<file path="config.mk">
export PLATFORM = sky130hd
export DESIGN_NAME = div_seq
export DESIGN_NICKNAME = d
export VERILOG_FILES = /design/src/rtl/div_seq.sv
export SDC_FILE = /design/constraint.sdc
export NUM_CORES = 1
export LEC_CHECK = 0
export ABC_AREA = 0
export BUFFER_PORTS_ARGS = -buffer_cell sky130_fd_sc_hd__buf_2
export CAP_MARGIN = 20
export CORE_MARGIN = 2
export CORE_UTILIZATION = 26
export CTS_CLUSTER_DIAMETER = 40
export CTS_CLUSTER_SIZE = 40
export DETAILED_ROUTE_END_ITERATION = 10
export PLACE_DENSITY = 0.48
export SKIP_LAST_GASP = 1
export SYNTH_ARGS = -nofsm -noshare
export SYNTH_HDL_FRONTEND = slang
export SYNTH_SLANG_ARGS = --single-unit
export TNS_END_PERCENT = 100
</file>
<file path="constraint.sdc">
create_clock -name clk -period 8.1 [get_ports clk]
set_clock_uncertainty 0.05 [all_clocks]
set_input_delay 1.62 -clock clk [delete_from_list [all_inputs] [get_ports clk]]
set_output_delay 1.62 -clock clk [all_outputs]
set_load 0.005 [all_outputs]
</file>
<file path="src/rtl/div_seq.sv">
// rtl/div_seq.sv - sequential restoring divider, one quotient bit per clock, start/done handshake
module div_seq #(
   parameter int DW = 32,
   parameter int VW = 16
) (
   input  logic          clk,
   input  logic          rst_n,
   input  logic          start,
   input  logic [DW-1:0] dividend,
   input  logic [VW-1:0] divisor,
   output logic [DW-1:0] quotient,
   output logic [VW-1:0] remainder,
   output logic          done,
   output logic          busy,
   output logic          dbz
);

   localparam int CW = (DW > 1) ? $clog2(DW) : 1;

   typedef enum logic [1:0] {IDLE, CALC, DONE} state_t;

   state_t        state;
   logic [CW-1:0] cnt;
   logic [VW-1:0] prem;
   logic [DW-1:0] work;
   logic [VW-1:0] dvs;

   // After each restore step the partial remainder is below the divisor, so its
   // top bit is always zero; only the shifted value needs the extra bit.
   logic [VW:0]   shifted;
   logic          ge;
   logic [VW-1:0] diff;
   logic [VW-1:0] prem_next;
   logic [DW-1:0] work_next;

   always_comb begin
      shifted   = {prem, work[DW-1]};
      ge        = (shifted >= {1'b0, dvs});
      diff      = shifted[VW-1:0] - dvs;
      prem_next = ge ? diff : shifted[VW-1:0];
      work_next = {work[DW-2:0], ge};
   end

   always_ff @(posedge clk or negedge rst_n) begin
      if (!rst_n) begin
         state     <= IDLE;
         cnt       <= '0;
         prem      <= '0;
         work      <= '0;
         dvs       <= '0;
         quotient  <= '0;
         remainder <= '0;
         done      <= 1'b0;
         busy      <= 1'b0;
         dbz       <= 1'b0;
      end else begin
         case (state)
            IDLE: begin
               done <= 1'b0;
               if (start) begin
                  dvs  <= divisor;
                  busy <= 1'b1;
                  if (divisor == '0) begin
                     quotient  <= '1;
                     remainder <= '1;
                     dbz       <= 1'b1;
                     done      <= 1'b1;
                     state     <= DONE;
                  end else begin
                     cnt   <= '0;
                     prem  <= '0;
                     work  <= dividend;
                     state <= CALC;
                  end
               end
            end
            CALC: begin
               prem <= prem_next;
               work <= work_next;
               cnt  <= cnt + 1'b1;
               if (cnt == CW'(DW - 1)) begin
                  quotient  <= work_next;
                  remainder <= prem_next;
                  dbz       <= 1'b0;
                  done      <= 1'b1;
                  state     <= DONE;
               end
            end
            DONE: begin
               done  <= 1'b0;
               busy  <= 1'b0;
               state <= IDLE;
            end
            default: begin
               done  <= 1'b0;
               busy  <= 1'b0;
               state <= IDLE;
            end
         endcase
      end
   end

endmodule

</file>
# Word-level counts from Yosys, hierarchy flattened
# Index checks and enable logic that the tools add are counted.
[word_totals]
register_bits = 122
out_inout_bits = 51
wordCells = 60
[classes]
add_sub_neg = 2
magnitude_cmp = 1
n_eq_ne = 6
mux = 32
n_bitwise = 1
reduce_logical = 8
[ops]
columns = ["op", "count"]
rows = [
  ["32-bit 2-to-1 mux", 5],
  ["32-bit one-hot mux with 2 select lines", 2],
  ["16-bit 2-to-1 mux", 6],
  ["16-bit one-hot mux with 2 select lines", 2],
  ["17-bit by 16-bit greater-or-equal comparator with 1-bit output", 1],
  ["16-bit zero test", 1],
  ["16-bit subtractor", 1],
  ["5-bit 2-to-1 mux", 2],
  ["5-bit one-hot mux with 2 select lines", 1],
  ["2-bit inequality test, second input constant", 4],
  ["1-bit 2-to-1 mux", 7],
  ["2-bit 2-to-1 mux", 3],
  ["1-bit one-hot mux with 2 select lines", 3],
  ["2-bit AND reduction", 3],
  ["5-bit by 1-bit adder with 5-bit output, second input constant", 1],
  ["5-bit == test, second input constant", 1],
  ["2-bit one-hot mux with 2 select lines", 1],
  ["4-bit AND reduction", 1],
  ["3-bit AND reduction", 1],
  ["2-bit by 1-bit == test with 1-bit output, second input constant", 1],
  ["2-bit zero test", 1],
  ["2-bit nonzero test", 1],
  ["1-bit inverter", 1],
]

# Longest topological paths before layout
[depth]
ltp_word = 4
ltp_mapped = 11

# Worst setup path after synthesis
# No wires, ideal clock.
[synth_path]
path_kind = "input to register"
from = "in divisor[12]"
to = "reg remainder[14]"
t_arrival_ns = 2.985
path_slack_ns = 4.983
cell_stages = 6
path_buffers = 1
path_cell_list = "nor4_1 > nand4_1 > o21ai_1 > clkbuf_1 > o32ai_1 > a31oi_1"
[synth_between]
elab_chain_cells = 3
[synth_rtl]
columns = ["element", "line", "rtl"]
rows = [
  ["from (decl)", "10", "input logic [VW-1:0] divisor,"],
  ["16-bit zero test", "63", "if (divisor == '0) begin"],
  ["2-bit inequality test (no source line)", "-", ""],
  ["4-bit AND reduction (no source line)", "-", ""],
  ["to (signal assigned)", "83", "remainder <= prem_next;"],
  ["to (decl)", "12", "output logic [VW-1:0] remainder,"],
]
# No other way between the ends.
# A chain may end at the register's enable or synchronous reset.

# Worst setup path in the final report
[layout_path]
from = "in divisor[4]"
to = "reg work[0]"
[layout_between]
elab_chain_cells = 3
[layout_rtl]
columns = ["element", "line", "rtl"]
rows = [
  ["16-bit zero test", "63", ""],
  ["2-bit inequality test (no source line)", "-", ""],
  ["3-bit AND reduction (no source line)", "-", ""],
  ["to (signal assigned)", "72", "work <= dividend;"],
  ["to (signal assigned)", "79", "work <= work_next;"],
  ["to (decl)", "25", "logic [DW-1:0] work;"],
]
# No other way between the ends.

==> reports/results.txt <==
Run status: finished clean
Area Growth Syn to Fin: 25.5%
Die W: 154 microns
Post-CTS Setup Bufs: 0
Placed cell count: 964
Critical-path cell list: buf_2 > nor4_1 > nand4_1 > a31oi_4 > buf_4 > a21oi_1 > a21o_1
CTS Hold Buffers Added: 0
Post-synth net total: 684
IO Port Bufs: 101
Fill cells: 2306
Synth area leader: dfrtp_1
Vias: 4547
Critical Path Fanout Max: 86
# clock sinks: 122
Required @ worst endpoint: 8.36 ns
Total grt overflow: 0
Post-Route WL: 15.2 mm
EDFF count, synth: 0
First drt pass iteration count: 4
Hold Path Stages: 1
Tmin final: 3.61 ns
Sequential share of the synthesized area: 0.525
First-iteration detailed-routing DRC count: 197
Power Density: 458 mW/mm^2
Layout cell share with drive strength beyond 1: 0.206
# nets final: 776
Most frequent cells in the layout: 122 x dfrtp_1, 100 x buf_2, 85 x nor2_1, 77 x nand2_1, 62 x o21ai_0
DIE HEIGHT: 154 microns
Slew @ Worst Pin: 0.905 ns
Finished Layout Cells: 1000
Count of final max-slew check failures: 0
Dpl hpwl: 10.2 mm
Post-route DRC: 0
Setup crit end kind: flip-flop
Starting Density: 0.266
Fmax: 277 MHz
Worst R2R Path Depth: 7
Max-cap viol count: 0
Gpl congestion: 0.772
Final setup fails: 0
Final Hold Fails: 0
H-tree depth: 4
Clk Latency, worst-skew pair: 0.41 ns
Vias in the first global route: 4649
Post-DRT Antenna Nets: 0
Clock slew at reported path FFs: 0.06 ns
Count of cell types in the netlist: 45
Period utilisation layout: 0.445
Initial antenna violation count: 4
Crit path launch type: input pin
Synthesized cell area: 0.00582 sq mm
Async set-reset flop share out of synthesis: 1.00
Largest net degree at the start of global routing: 87
CTS resizes: 0
Commonest non-fill, non-tap cell in the layout: dfrtp_1
Ports: 102
Worst Hold Class: flip-flop to flip-flop
Flop and latch count out of synthesis: 122
Slowest cell on the critical path: buf_4
Total GRT Usage: 0.134
Row count: 54
Most frequently used flop master after synthesis: dfrtp_1
Worst EP arrival: 3.87 ns
CTS root buf: clkbuf_16
Sum Neg Setup Slack: 0 ns
Post-synthesis instance total: 614
CP Class: input pin to flip-flop
Dominant cells by area after synthesis: dfrtp_1 52%, mux2i_1 6.7%, nor2_1 5.5%
DR WL/cell: 15.2 microns
Core area: 0.0219 sq mm
Slew headroom: 0.397
Critical path's largest stage delay: 0.67 ns
Die ar.: 0.0236 sq mm
CTS Buffer Depth: 2
Yosys warning total: 0
First-pass GRT wire length: 25.0 mm
Vias per std cell: 4.55
Total CTS buffers: 17
Peak VDD IR: 167 uV
Post-synth top area share: 0.525
RSZ-0062 raised after global routing: false
Mean Syn Cell Area: 9.48 sq um
CTS tree: yes
Lkg Pwr: 3.27 nW
==> worst paths after layout <==
kind,startpoint,end,slack [ns]
max reg2reg,prem[7]$_DFFE_PN0P_,remainder[10]$_DFFE_PN0P_,4.96
max,divisor[4],work[0]$_DFFE_PN0P_,4.49
min,done$_DFFE_PN0P_,done$_DFFE_PN0P_,0.43
min in group asynchronous,rst_n,dvs[6]$_DFFE_PN0P_,1.18
max in group asynchronous,rst_n,dbz$_DFFE_PN0P_,5.81
min reg2reg,done$_DFFE_PN0P_,done$_DFFE_PN0P_,0.43
==> cell families (layout without fill, tap and decap cells) <==
kind of cell / count (synthesis) / after routing / synth area share
AND/OR/NAND/NOR: 190 / 190 / 0.134
adder cells (fa/ha/maj): 19 / 19 / 0.0421
buffers and inverters: 57 / 162 / 0.0398
multiplexers: 40 / 40 / 0.0690
AO/OA/AOI/OAI: 172 / 172 / 0.170
XOR/XNOR: 14 / 14 / 0.0211
flip-flops: 122 / 122 / 0.525
other: 0 / 1 / 0
==> layer usage <==
layer / global-route usage / wire, microns / up-vias
met5: 0 / 24 / -
met4: 0.0349 / 153 / 4
met3: 0.0637 / 1220 / 14
met2: 0.211 / 6880 / 88
met1: 0.165 / 6950 / 2140
li1: - / - / 2301
==> state kept, by name (all words and copies together) (netlist names) <==
| name | cells |
|---|---|
| state | 2 |
| cnt | 5 |
| dbz | 1 |
| quotient | 32 |
| remainder | 16 |
| prem | 16 |
| work | 32 |
| dvs | 16 |
| busy | 1 |
| done | 1 |
==> cells in the mapped netlist, drive strengths merged (4+ instances only) <==
cell / n
dfrtp: 122
nor2: 85
nand2: 78
o21ai: 74
a21oi: 59
mux2i: 39
clkbuf: 23
inv: 21
ha: 18
buf: 13
a31oi: 10
xnor2: 9
a21o: 8
a22o: 5
nor4: 5
xor2: 5
nor2b: 4
==> layout make-up <==
type / count / area [sq um] / share of cell area
Timing Repair Buffer: 109 / 613 / 0.0839
Clock buffer: 22 / 464 / 0.0635
Clock inverter: 10 / 166 / 0.0228
Tap cell: 280 / 350 / 0.0480
Inverter: 21 / 78.8 / 0.0108
Antenna cell: 1 / 2.50 / 0.000343
Sequential cell: 122 / 3050 / 0.418
Multi-Input combinational cell: 435 / 2580 / 0.353
==> through the flow <==
| step | power [W] | setup WS, ns | util | hold WS, ns | cell area [sq um] |
|---|---|---|---|---|---|
| global route | 0.00365 | 4.24 | 0.334 | 0.449 | 7300 |
| finish | 0.00334 | 4.49 | 0.334 | 0.427 | 7310 |
| global placement | 0.00255 | 3.57 | 0.302 | 0.412 | 6610 |
| floorplan | 0.00215 | 4.98 | - | 0.400 | 5820 |
| CTS | 0.00338 | 3.98 | 0.331 | 0.433 | 7240 |
| detailed placement | 0.00255 | 3.55 | 0.302 | 0.419 | 6610 |
==> worst max-delay path, delay by kind of cell <==
family	cells	cell delay, ns
and+or+nand+nor	2	0.80
buffers and inverters	2	0.78
AOI/OAI and AO/OA	3	0.64
==> report_power, final <==
group	switching (W)	total [W]	internal [W]
combinational	0.000868	0.00151	0.000641
clock	0.000283	0.000815	0.000532
sequential	0.000159	0.00102	0.000861
total	0.00131	0.00334	0.00203
No activity file was read; power rests on OpenSTA's default activity.
